## src/rtl/transpose_row_loader.sv

```systemverilog
// transpose_row_loader: packs streamed matrix rows into ping-pong buffers read over the openMSP430 peripheral bus
module transpose_row_loader #(
  parameter logic [13:0] BASE_ADDR = 14'h090
) (
  input  logic        mclk,
  input  logic        puc_rst_n,
  input  logic [13:0] per_addr,
  input  logic [15:0] per_din,
  input  logic        per_en,
  input  logic [1:0]  per_we,
  output logic [15:0] per_dout,
  input  logic [7:0]  s_data,
  input  logic        s_valid,
  output logic        s_ready,
  output logic        irq
);
  logic [1:0][3:0][15:0] mem;
  logic                  wr_sel, rd_sel, ie;
  logic [1:0]            cnt;
  logic [2:0]            byte_idx;
  logic [13:0]           off;
  logic [1:0]            widx;
  logic [15:0]           ctrl;
  logic                  bus_wr, bus_rd, ctrl_wr, flush, pop, acc, done;
  assign off      = per_addr - BASE_ADDR;
  assign widx     = off[1:0] - 2'd1;
  assign bus_wr   = per_en & (per_we == 2'b11);
  assign bus_rd   = per_en & (per_we == 2'b00);
  assign ctrl_wr  = bus_wr & (off == 14'd0);
  assign flush    = ctrl_wr & per_din[3];
  assign pop      = ctrl_wr & per_din[0] & (cnt != 2'd0) & ~flush;
  assign s_ready  = (cnt != 2'd2) & ~flush;
  assign acc      = s_valid & s_ready;
  assign done     = acc & (byte_idx == 3'd7);
  assign ctrl     = {9'b0, byte_idx, 1'b0, ie, cnt == 2'd2, cnt != 2'd0};
  always_comb
    per_dout = !bus_rd ? 16'h0 :
               off == 14'd0 ? ctrl :
               (off >= 14'd1 && off <= 14'd4 && cnt != 2'd0) ? mem[rd_sel][widx] : 16'h0;
  always_ff @(posedge mclk or negedge puc_rst_n)
    if (!puc_rst_n) begin
      mem      <= '0;
      wr_sel   <= 1'b0;
      rd_sel   <= 1'b0;
      cnt      <= 2'd0;
      byte_idx <= 3'd0;
      ie       <= 1'b0;
      irq      <= 1'b0;
    end else begin
      if (acc) mem[wr_sel][byte_idx[2:1]][{byte_idx[0], 3'b0} +: 8] <= s_data;
      byte_idx <= flush ? 3'd0 : byte_idx + {2'b0, acc};
      wr_sel   <= flush ? 1'b0 : wr_sel ^ done;
      rd_sel   <= flush ? 1'b0 : rd_sel ^ pop;
      cnt      <= flush ? 2'd0 : cnt + {1'b0, done} - {1'b0, pop};
      if (ctrl_wr) ie <= per_din[2];
      irq <= ie & (cnt != 2'd0);
    end
endmodule

```

## config.mk

```make
export PLATFORM = sky130hd
export DESIGN_NAME = transpose_row_loader
export DESIGN_NICKNAME = d
export VERILOG_FILES = /design/src/rtl/transpose_row_loader.sv
export SDC_FILE = /design/constraint.sdc
export NUM_CORES = 1
export LEC_CHECK = 0
export ABC_AREA = 1
export CAP_MARGIN = 20
export CORE_MARGIN = 10
export CORE_UTILIZATION = 29
export DETAILED_ROUTE_END_ITERATION = 10
export PLACE_DENSITY = 0.54
export SLEW_MARGIN = 20
export SYNTH_ARGS = -nofsm -noshare
export SYNTH_HDL_FRONTEND = slang
export SYNTH_SLANG_ARGS = --single-unit
```

## constraint.sdc

```tcl
create_clock -name mclk -period 2.7 [get_ports mclk]
set_clock_uncertainty 0.1 [all_clocks]
set_input_delay 0.405 -clock mclk [delete_from_list [all_inputs] [get_ports mclk]]
set_output_delay 0.405 -clock mclk [all_outputs]
set_load 0.02 [all_outputs]
```

# Word-level counts from Yosys, hierarchy flattened
# Cells that the tools add are included.
# op_classes
mul	0
n_addsub	6
order_cmp	8
shift	2
n_mux	16
bitwise_logic	14
n_div	0
eq_ne	4
reduce_logical	7
# op_table
operator	n
$mux W64	3
$bwmux W128	1
$mux W16	5
$demux W64 S1	1
$bmux W16 S2	1
$demux W16 S2	1
$shift A8 B6 Y16 const A	1
$shiftx A8 B6 Y16	1
$ge A14 B1 Y1 const B	1
$le A14 B3 Y1 const B	1
$logic_not A14 Y1	1
$sub A14 B8 Y14 const B	1
$and A1 B1 Y1	11
$lt A2 B3 Y1 const B	2
$neg A4 Y6	1
$eq A2 B2 Y1 const B	2
$logic_and A1 B1 Y1	4
$lt A1 B2 Y1 const B	2
$add A3 B1 Y3	1
$eq A3 B3 Y1 const B	1
$mux W3	1
$add A2 B1 Y2	1
$ge A2 B1 Y1 const B	1
$logic_not A2 Y1	1
other kinds (9)	11
# word_totals
elab_cells	71
register_bits	137
latchBits	0
mem_count	0
mem_bits_rw	0
mem_bits_ro	0
out_inout_bits	18
input_bits	44

# Longest topological paths before layout
# Gate-level depths: netlist (run 1).
# depth
depth_word	11
ltp_mapped	16
ltp_nobuf	16

# Least setup slack after synthesis (run 1)
# Ideal clock, no wire load.
# synth_timing
path_type	input -> register
from	in per_addr[0]
to	reg cnt[1]
path_buffers	2
required_ps	2537
cell_stages	15
arrival_time_ps	2462
setup_ps	63
slack_ps	75
path_cell_list	inv_1 > clkbuf_1 > ha_1 > nand2_1 > nor2_2 > nand4_4 > buf_2 > nand4_1 > ha_1 > inv_1 > ha_1 > xnor2_1 > xnor2_1 > nand2_1 > inv_1
# synth_via
elab_chain_len	11
elab_cells_between_ends	14
classes_between	add/sub (3); mux (1); bitwise (9); reduce/logical (1)
# synth_rtl
element	line	rtl
start, declared	7	input logic [13:0] per_addr,
$sub A14 B8 Y14 *	25	assign off = per_addr - BASE_ADDR;
$logic_not A14 Y1 *	29	assign ctrl_wr = bus_wr & (off == 14'd0);
$and A1 B1 Y1 *	29	
$and A1 B1 Y1	30	assign flush = ctrl_wr & per_din[3];
$not A1 Y1	31, 32	
$and A1 B1 Y1	32	assign s_ready = (cnt != 2'd2) & ~flush;
$and A1 B1 Y1	33	assign acc = s_valid & s_ready;
$and A1 B1 Y1	34	assign done = acc & (byte_idx == 3'd7);
$add A2 B1 Y2	54	cnt <= flush ? 2'd0 : cnt + {1'b0, done} - {1'b0, pop};
$sub A2 B1 Y2	54	
$mux W2 *	54	
end signal, assigned	54	
end, declared	19	logic [1:0] cnt;
# Mark *: on every way between the ends. The rest lies on a longest branch, timed or not.
# A chain may end at the register's enable or synchronous reset.

# Final worst setup path (run 1)
# layout_timing
from	in per_addr[10]
to	out per_dout[0]
# layout_via
elab_chain_len	7
elab_cells_between_ends	9
classes_between	add/sub (1); order compare (2); mux (3); reduce/logical (3)
# layout_rtl
element	line	rtl
$sub A14 B8 Y14 *	25	
$ge A14 B1 Y1 or $le A14 B3 Y1 (tied branches)	39	(off >= 14'd1 && off <= 14'd4 && cnt != 2'd0) ? mem[rd_sel][widx] : 16'h0;
$logic_and A1 B1 Y1 (2 in series)	39	
$mux W16	39	
$mux W16 *	38	off == 14'd0 ? ctrl :
$mux W16 *	37	per_dout = !bus_rd ? 16'h0 :
end, declared	11	output logic [15:0] per_dout,
# Marked as above.

==> results of run 1 <==
-- per-layer routing --
metal	vias to the layer above	GRT usage, %
li1	3174	-
met1	3095	19.43
met2	176	24.31
met3	21	2.584
met4	0	4.483
met5	-	0
-- final cells by class --
type                    count  area [µm²]  area share, %
repair buffers            107        1097          12.05
clock buffers              21       470.5          5.166
well taps                 324       405.4          4.451
flip-flops and latches    137        3430          37.66
multi-input cells         718        3353          36.82
clock inverters            10       142.6          1.566
inverters                  55       209.0          2.294
-- synthesized netlist by cell type, types with 2 or more instances --
| cell type | n |
|---|---|
| nand3_1 | 33 |
| clkbuf_1 | 25 |
| nor2_2 | 2 |
| nor2_1 | 90 |
| a21oi_1 | 18 |
| clkinv_1 | 2 |
| buf_1 | 13 |
| nor2_4 | 10 |
| a22o_1 | 4 |
| nor3_1 | 8 |
| nand2_1 | 452 |
| ha_1 | 6 |
| inv_1 | 52 |
| nand4_1 | 7 |
| xnor2_1 | 2 |
| buf_2 | 7 |
| dfrtp_1 | 137 |
| o21ai_0 | 49 |
| nand4_2 | 11 |
| o221ai_1 | 20 |
-- kinds of logic (layout without fill, tap and decap cells) --
group | count (synthesis) | count (layout) | share of synthesized area, %
fa+ha+maj | 6 | 6 | 1.058
simple gates | 617 | 617 | 36.67
flops | 137 | 137 | 48.31
buf+inv | 103 | 193 | 5.800
compound gates | 92 | 92 | 7.793
xor+xnor | 3 | 3 | 0.3703
-- critical path, stage by stage --
cell and delay, ns:
clkdlybuf4s50_1 0.39, or2_0 0.21, nor2_1 0.10, nand2_1 0.09
nor2_4 0.17, nand2_2 0.11, buf_4 0.15, inv_2 0.08
nand3_1 0.08, a21oi_1 0.16, buf_4 0.17
-- state kept, by name (all words and copies together) (netlist names) --
| register | cells |
|---|---|
| byte_idx | 3 |
| cnt | 2 |
| ie | 1 |
| irq | 1 |
| mem | 128 |
| rd_sel | 1 |
| wr_sel | 1 |
-- stage by stage --
stage                     setup WS [ns]  instances
after detailed placement        -0.6288       1338
after global routing           -0.01643       1372
after floorplan                 0.07544        958
after CTS                      -0.03182       1370
final                           0.09078       1372
after global placement          -0.6339       1338
-- repair_timing --
action,in CTS,in global routing
pin swaps,1,11
endpoints found under the setup margin,17,17
endpoints found under the hold margin,70,0
hold buffers,1,0
buffers inserted,0,2
gates resized for setup,101,29
-- report_power, final --
group          internal (mW)  leakage (nW)  switching, mW
registers               2.99          1.72          0.581
clock network           1.53         0.299          0.943
logic                  0.978          2.49           1.39
-- how the worst min path moves through the flow --
stage	startpoint	endpoint	slack, ns	cells after the start
after floorplan	puc_rst_n	byte_idx[0]	0.009	0
after global placement	mem[45]	mem[45]	0.36	2
after detailed placement	mem[44]	mem[44]	0.36	2
after CTS	mem[7]	mem[7]	0.38	2
after global routing	mem[69]	mem[69]	0.39	2
final	mem[7]	mem[7]	0.38	2
==> flow_metrics.env, run 1 <==
export IMPL_outcome="complete, no violations"
export IMPL_critPathCapture="per_dout[0]"
export IMPL_ff2ff_path_depth=10
export IMPL_fin_crit_sh_pct=96.64
export IMPL_cp_required_ns=2.19
export IMPL_yosys_warnings=0
export IMPL_period_minus_slack_ns=2.609
export IMPL_crit_type="input port to output port"
export IMPL_fin_setup_tns_ns=0
export IMPL_total_power_mw=8.411
export IMPL_dieArea_mm2=0.03113
export IMPL_synth_flop_cell="dfrtp_1"
export IMPL_drc_errors=0
export IMPL_slew_violations=0
export IMPL_crit_path_start="per_addr[10]"
export IMPL_fillCellCount=2517
export IMPL_first_iter_violations=588
export IMPL_vdd_drop_max_mv=0.3941
export IMPL_r2r_start="cnt[1]"
export IMPL_worstMarginPinSlew_ns=0.7536
export IMPL_hpwl_um=15020
export IMPL_utilization_pct=37.67
export IMPL_final_cell_mix="449 x nand2_1, 136 x dfrtp_1, 81 x nor2_1, 48 x inv_1"
export IMPL_start_kind="input port"
export IMPL_diodes=0
export IMPL_critPathCaptureType="output port"
export IMPL_hold_class="flip-flop to flip-flop"
export IMPL_seq_area_frac_synth_pct=48.31
export IMPL_layout_commonest_cell="nand2_1"
export IMPL_rr_endpoint="mem[59]"
export IMPL_vias_per_cell=4.713
export IMPL_grt_setup_unrepaired="true"
export IMPL_setup_viol=0
export IMPL_grt_pass1_wl_um=36260
export IMPL_cp_max_fo=4
export IMPL_h_tree_depth=4
export IMPL_drive_gt1_share_pct=14.98
export IMPL_wl_met1_um=10480
export IMPL_synth_edff_count=0
export IMPL_final_nets=1086
export IMPL_clock_path_buffers=2
export IMPL_synth_area_leaders="dfrtp_1 48%, nand2_1 24%, nor2_1 4.8%"
export IMPL_die_h_um=176.4
export IMPL_wl_met2_um=10920
export IMPL_rows=57
export IMPL_place_congestion=0.8144
export IMPL_grt_ovfl_total=0
export IMPL_maxSlewHeadroom_pct=49.58
export IMPL_dr_pass1_iters=5
export IMPL_hold_slack_ns=0.3773
export IMPL_insertion_delay_ns=0.42
export IMPL_core_mm2=0.02418
export IMPL_crit_arrival_ns=2.10
export IMPL_grt_start_max_net_pins=74
export IMPL_leakage_nw=4.508
export IMPL_synth_largest_area_cell="dfrtp_1"
export IMPL_drtAntennaViolNets=0
export IMPL_cap_violations=0
export IMPL_max_freq_ghz=0.3833
export IMPL_cts_root_buf="clkbuf_16"
export IMPL_ys_types=30
export IMPL_boundaryPins=62
export IMPL_wl_per_cell_um=16.58
export IMPL_synth_top_cell_area_share_pct=48.31
export IMPL_io_buffers=48
export IMPL_netlist_area_mm2=0.007097
export IMPL_finalInstanceArea_mm2=0.009107
export IMPL_highest_layer="met4"
export IMPL_avgSynthCellArea_um2=7.408
export IMPL_synth_nets=1008
export IMPL_via_count=6466
export IMPL_grt_pass1_vias=6419
export IMPL_synthCells=958
export IMPL_cts_buffers=17
export IMPL_ys_seq_elements=137
export IMPL_postSynth_asyncResetShare_pct=100.0
export IMPL_placed_cell_area_mm2=0.008368
export IMPL_grt_usage_pct=14.79
export IMPL_die_x_um=176.4
export IMPL_wl_um=22750
export IMPL_rrSetupSlack_ns=0.39
export IMPL_clock_sinks=137
export IMPL_cellPowerDensity_mw_per_mm2=923.5
export IMPL_clk_pin_slew_ns=0.06
export IMPL_grt_antenna_before_repair=0
export IMPL_wl_met3_um=1034
export IMPL_initial_utilization_pct=29.35
export IMPL_tritoncts="yes"
export IMPL_final_hold_viol_count=0
export IMPL_syn_to_final_growth_pct=28.33
Power figures use the tool's default switching activity.
==> run 2: changes to the inputs <==
Settings changed: GPL_TIMING_DRIVEN from default to 0, PLACE_DENSITY 0.54 to default.
==> flow_metrics.env, run 2 (synthesized netlist as in run 1, its figures left out) <==
export IMPL_drtAntennaViolNets=0
export IMPL_wl_met3_um=1659
export IMPL_vias_per_cell=4.968
export IMPL_worstMarginPinSlew_ns=0.8810
export IMPL_cpMaxStageDelayCell="clkdlybuf4s50_1"
export IMPL_switchingPower_mw=2.941
export IMPL_max_stage_delay_ns=0.44
export IMPL_grt_start_max_net_pins=77
export IMPL_leakage_nw=4.369
export IMPL_max_freq_ghz=0.3780
export IMPL_core_mm2=0.02418
export IMPL_top_register="mem"
export IMPL_final_nets=1077
export IMPL_highest_layer="met4"
export IMPL_setup_viol=0
export IMPL_path_cells="clkdlybuf4s50_1, nor3_2, clkbuf_2, nand3_1, nor2_4, buf_6"
export IMPL_wl_um=24560
export IMPL_grt_pass1_wl_um=37850
export IMPL_top_regs="mem (128), byte_idx (3), cnt (2)"
export IMPL_clk_pin_slew_ns=0.06
export IMPL_rows=57
export IMPL_clock_sinks=137
export IMPL_wl_met2_um=11600
export IMPL_initial_utilization_pct=29.35
export IMPL_cp_max_fo=10
export IMPL_h_tree_depth=4
export IMPL_swShare_pct=36.37
export IMPL_boundaryPins=62
export IMPL_wl_per_cell_um=18.01
export IMPL_insertion_delay_ns=0.44
export IMPL_syn_to_final_growth_pct=25.79
export IMPL_hpwl_um=16190
export IMPL_start_kind="input port"
export IMPL_final_cell_mix="448 x nand2_1, 137 x dfrtp_1, 79 x nor2_1, 48 x inv_1, 48 x o21ai_0"
export IMPL_cap_violations=0
export IMPL_layout_commonest_cell="nand2_1"
export IMPL_crit_type="input port to output port"
export IMPL_die_x_um=176.4
export IMPL_crit_arrival_ns=2.14
export IMPL_combPwrFrac_pct=29.0
export IMPL_dieArea_mm2=0.03113
export IMPL_drc_errors=0
export IMPL_period_minus_slack_ns=2.645
export IMPL_slew_violations=0
export IMPL_drive_gt1_share_pct=14.15
export IMPL_grt_usage_pct=15.77
export IMPL_clock_path_buffers=2
export IMPL_cellPowerDensity_mw_per_mm2=905.9
export IMPL_critPathCaptureType="output port"
export IMPL_power_frac_clock_pct=27.1
export IMPL_seqPwrFrac_pct=43.9
export IMPL_cp_required_ns=2.19
export IMPL_dr_pass1_iters=5
export IMPL_hold_slack_ns=0.2700
export IMPL_via_count=6777
export IMPL_utilization_pct=36.92
export IMPL_outcome="complete, no violations"
export IMPL_vdd_drop_max_mv=0.4894
export IMPL_io_buffers=39
export IMPL_hold_class="input port to flip-flop"
export IMPL_largest_register_ffs=128
export IMPL_wl_met1_um=10720
export IMPL_fin_crit_sh_pct=97.98
export IMPL_intPower_mw=5.145
export IMPL_first_iter_violations=690
export IMPL_total_power_mw=8.087
export IMPL_maxSlewHeadroom_pct=41.27
export IMPL_placed_cell_area_mm2=0.007925
export IMPL_cts_buffers=17
export IMPL_grt_ovfl_total=0
export IMPL_place_congestion=0.8584
export IMPL_grt_antenna_before_repair=1
export IMPL_grt_pass1_vias=6639
export IMPL_cts_root_buf="clkbuf_16"
export IMPL_tritoncts="yes"
export IMPL_final_hold_viol_count=0
export IMPL_die_h_um=176.4
export IMPL_finalInstanceArea_mm2=0.008927
run 2: changes by cell type in the layout (fill, tap and decap cells not counted), moves of 6 or more:
cell             previous run  this run
o221ai_2                    0         7
buf_12                     14         0
buf_8                       0         7
buf_4                      47        13
nor2_4                     15        22
clkdlybuf4s50_1            27        10
buf_1                       0         9
clkbuf_1                    1        17
o221ai_1                   20        13
clkbuf_4                    0         6
run 2: layout make-up:
type	count	area, µm²
timing repair buffer	50	530.5
buffer	47	337.8
sequential	137	3428
timing repair inverter	1	8.758
multi-input combinational	718	3463
inverter	55	220.2
antenna	1	2.502
fill	2509	15250
tap	324	405.4
clock buffer	22	454.2
clock inverter	9	76.32
run 2: stage by stage:
step	worst slack [ns]	setup TNS (ns)	std cells
final	0.05451	0	1364
after global routing	-0.008645	-0.01779	1363
after CTS	-0.01627	-0.02711	1358
after detailed placement	-1.794	-114.38	1322
after global placement	-4.617	-740.77	1321
after floorplan	0.07544	0	958
run 2: power by group through the flow:
stage | registers [mW] | logic (mW) | clock network (mW)
3_5_place_dp | 3.54 | 2.26 | 0
6_report | 3.55 | 2.35 | 2.19
2_1_floorplan | 3.37 | 1.71 | 0
4_1_cts | 3.53 | 2.32 | 2.19
3_3_place_gp | 3.54 | 2.19 | 0
5_1_grt | 3.65 | 2.68 | 2.28
run 2: final timing paths:
path / start / endpoint / slack [ns] / depth (start not counted)
max reg2reg: cnt[1] / cnt[1] / 0.28 / 12
min: s_data[7] / mem[111] / 0.27 / 3
max: per_we[1] / per_dout[9] / 0.05 / 6
min reg2reg: mem[46] / mem[46] / 0.37 / 2
min in group asynchronous: puc_rst_n / ie / 0.45 / 2
max in group asynchronous: puc_rst_n / mem[124] / 1.32 / 3
run 2: timing repair:
action / 4_1_cts / 5_1_grt
hold buffers: 1 / 0
pin swaps: 24 / 13
endpoints found under the hold margin: 75 / 0
endpoints found under the setup margin: 152 / 17
gates resized for setup: 183 / 31
gates cloned: 1 / 2
buffers inserted: 4 / 3
run 2: routing by layer:
layer / track usage, % / vias to the layer above
met5: 0 / -
met4: 5.919 / 0
met3: 3.076 / 46
met2: 25.41 / 237
met1: 20.54 / 3327
li1: - / 3167
run 2: worst max-delay path: cells and delay by family:
| kind | cells | cell delay, ns |
|---|---|---|
| simple gates | 3 | 0.79 |
| buf+inv | 3 | 0.94 |
==> run 3: changes to the inputs <==
Clock period 2.7 ns to 2.2 ns, I/O delays scaled along.
==> flow_metrics.env, run 3 (synthesized netlist as in run 1, its figures left out) <==
export IMPL_core_mm2=0.02418
export IMPL_cts_root_buf="clkbuf_16"
export IMPL_grt_antenna_before_repair=1
export IMPL_cp_top_family="buffers and inverters"
export IMPL_syn_to_final_growth_pct=33.60
export IMPL_boundaryPins=62
export IMPL_seqPwrFrac_pct=42.4
export IMPL_max_freq_ghz=0.3905
export IMPL_violations="negative setup slack"
export IMPL_via_count=6981
export IMPL_max_stage_delay_ns=0.38
export IMPL_cp_required_ns=1.77
export IMPL_fin_crit_sh_pct=116.4
export IMPL_swShare_pct=36.49
export IMPL_dp_slack_ns=-2.169
export IMPL_h_tree_depth=4
export IMPL_r2r_start="cnt[0]"
export IMPL_worstMarginPinSlew_ns=0.8602
export IMPL_start_kind="flip-flop"
export IMPL_clock_sinks=137
export IMPL_wl_um=25310
export IMPL_crit_type="flip-flop to output port"
export IMPL_fin_setup_tns_ns=-4.405
export IMPL_drive_gt1_share_pct=21.65
export IMPL_cap_violations=0
export IMPL_combPwrFrac_pct=30.6
export IMPL_place_congestion=0.8653
export IMPL_hpwl_um=16470
export IMPL_maxSlewHeadroom_pct=42.65
export IMPL_path_depth=11
export IMPL_period_minus_slack_ns=2.561
export IMPL_dieArea_mm2=0.03113
export IMPL_final_cell_mix="445 x nand2_1, 137 x dfrtp_1, 62 x nor2_1, 47 x o21ai_0, 44 x inv_1"
export IMPL_grt_pass1_vias=7036
export IMPL_final_nets=1105
export IMPL_path_cells="buf_6, inv_4, buf_8, buf_8, buf_6, a21oi_2, a22o_1, nand2_1, nand3_2, a21oi_2, buf_6"
export IMPL_outcome="finished with violations"
export IMPL_die_x_um=176.4
export IMPL_tritoncts="yes"
export IMPL_top_regs="mem (128), byte_idx (3), cnt (2)"
export IMPL_rrSetupSlack_ns=0.07
export IMPL_rr_endpoint="cnt[1]"
export IMPL_die_h_um=176.4
export IMPL_io_buffers=39
export IMPL_largest_register_ffs=128
export IMPL_initial_utilization_pct=29.35
export IMPL_vias_per_cell=5.019
export IMPL_drtAntennaViolNets=0
export IMPL_crit_arrival_ns=2.13
export IMPL_intPower_mw=6.546
export IMPL_cp_num_buf_inv=6
export IMPL_clock_path_buffers=2
export IMPL_vdd_drop_max_mv=0.6329
export IMPL_grt_ovfl_total=0
export IMPL_switchingPower_mw=3.761
export IMPL_critPathCaptureType="output port"
export IMPL_cp_max_fo=6
export IMPL_fin_ws_ns=-0.3611
export IMPL_utilization_pct=39.22
export IMPL_cellPowerDensity_mw_per_mm2=1087
export IMPL_hold_class="input port to flip-flop"
export IMPL_cpMaxStageDelayCell="dfrtp_1"
export IMPL_leakage_nw=4.557
export IMPL_clk_pin_slew_ns=0.06
export IMPL_grt_setup_unrepaired="true"
export IMPL_slew_violations=0
export IMPL_diodes=0
export IMPL_first_iter_violations=557
export IMPL_top_register="mem"
export IMPL_layout_commonest_cell="nand2_1"
export IMPL_grt_pass1_wl_um=39740
export IMPL_wl_per_cell_um=18.19
export IMPL_dr_pass1_iters=5
export IMPL_drc_errors=0
export IMPL_crit_top_cell="buf_6"
export IMPL_cts_buffers=17
export IMPL_crit_path_start="rd_sel"
export IMPL_grt_start_max_net_pins=76
export IMPL_insertion_delay_ns=0.44
export IMPL_rows=57
export IMPL_ff2ff_path_depth=12
export IMPL_critPathCapture="per_dout[6]"
export IMPL_power_frac_clock_pct=27.0
export IMPL_grt_usage_pct=16.52
export IMPL_final_hold_viol_count=0
export IMPL_setup_viol=16
==> run 3: layout make-up <==
class / count / area [µm²]
Inverter: 55 / 224.0
Buffer: 45 / 334.1
Sequential cell: 137 / 3428
Timing Repair Buffer: 81 / 854.6
Multi-Input combinational cell: 718 / 3677
Fill cell: 2454 / 14700
Clock buffer: 23 / 488.0
Tap cell: 324 / 405.4
Clock inverter: 8 / 70.07
==> run 3: per-layer routing <==
metal / wire length [µm] / vias up / global-route usage (%)
li1: - / 3218 / -
met1: 10600 / 3410 / 20.73
met2: 12040 / 280 / 26.47
met3: 1821 / 71 / 3.802
met4: 836 / 2 / 7.706
met5: 8 / - / 0
==> run 3: repair_timing <==
item | CTS | global route
setup endpoints to repair | 151 | 126
hold buffers | 1 | 0
pin swaps | 49 | 28
gates cloned | 3 | 0
endpoints found under the hold margin | 62 | 0
setup buffers | 32 | 7
gates resized for setup | 235 | 54
==> run 3: worst min-delay path by stage <==
stage / slack (ns) / startpoint / end / depth (start not counted)
3_5_place_dp: 0.21 / puc_rst_n / irq / 1
6_report: 0.21 / s_data[7] / mem[95] / 3
4_1_cts: 0.21 / s_data[7] / mem[95] / 3
2_1_floorplan: -0.07 / puc_rst_n / byte_idx[0] / 0
5_1_grt: 0.24 / s_data[7] / mem[31] / 3
3_3_place_gp: 0.36 / mem[26] / mem[26] / 2
==> run 3: through the flow <==
stage | instances | hold slack (ns) | instance area [µm²] | power [mW]
final | 1391 | 0.2149 | 9482 | 10.31
after global routing | 1391 | 0.2356 | 9482 | 10.97
after CTS | 1388 | 0.2139 | 9376 | 10.20
after detailed placement | 1322 | 0.2087 | 8061 | 7.153
after global placement | 1321 | 0.3578 | 8029 | 7.072
after floorplan | 958 | -0.06559 | 7233 | 6.268
==> run 3: power by group through the flow <==
stage,clock [mW],combinational [mW],sequential (mW)
2_1_floorplan,0,2.13,4.14
3_3_place_gp,0,2.72,4.35
3_5_place_dp,0,2.81,4.34
4_1_cts,2.78,3.07,4.34
5_1_grt,2.90,3.59,4.48
6_report,2.78,3.15,4.37
==> run 3: worst reg2reg max path: cells and delay by family, from the launching register on <==
family	cells	cell delay, ns
buffers and inverters	5	0.55
and+or+nand+nor	3	0.27
DFF	1	0.35
adders and majority gates	2	0.51
xor gates and xnor gates	2	0.26
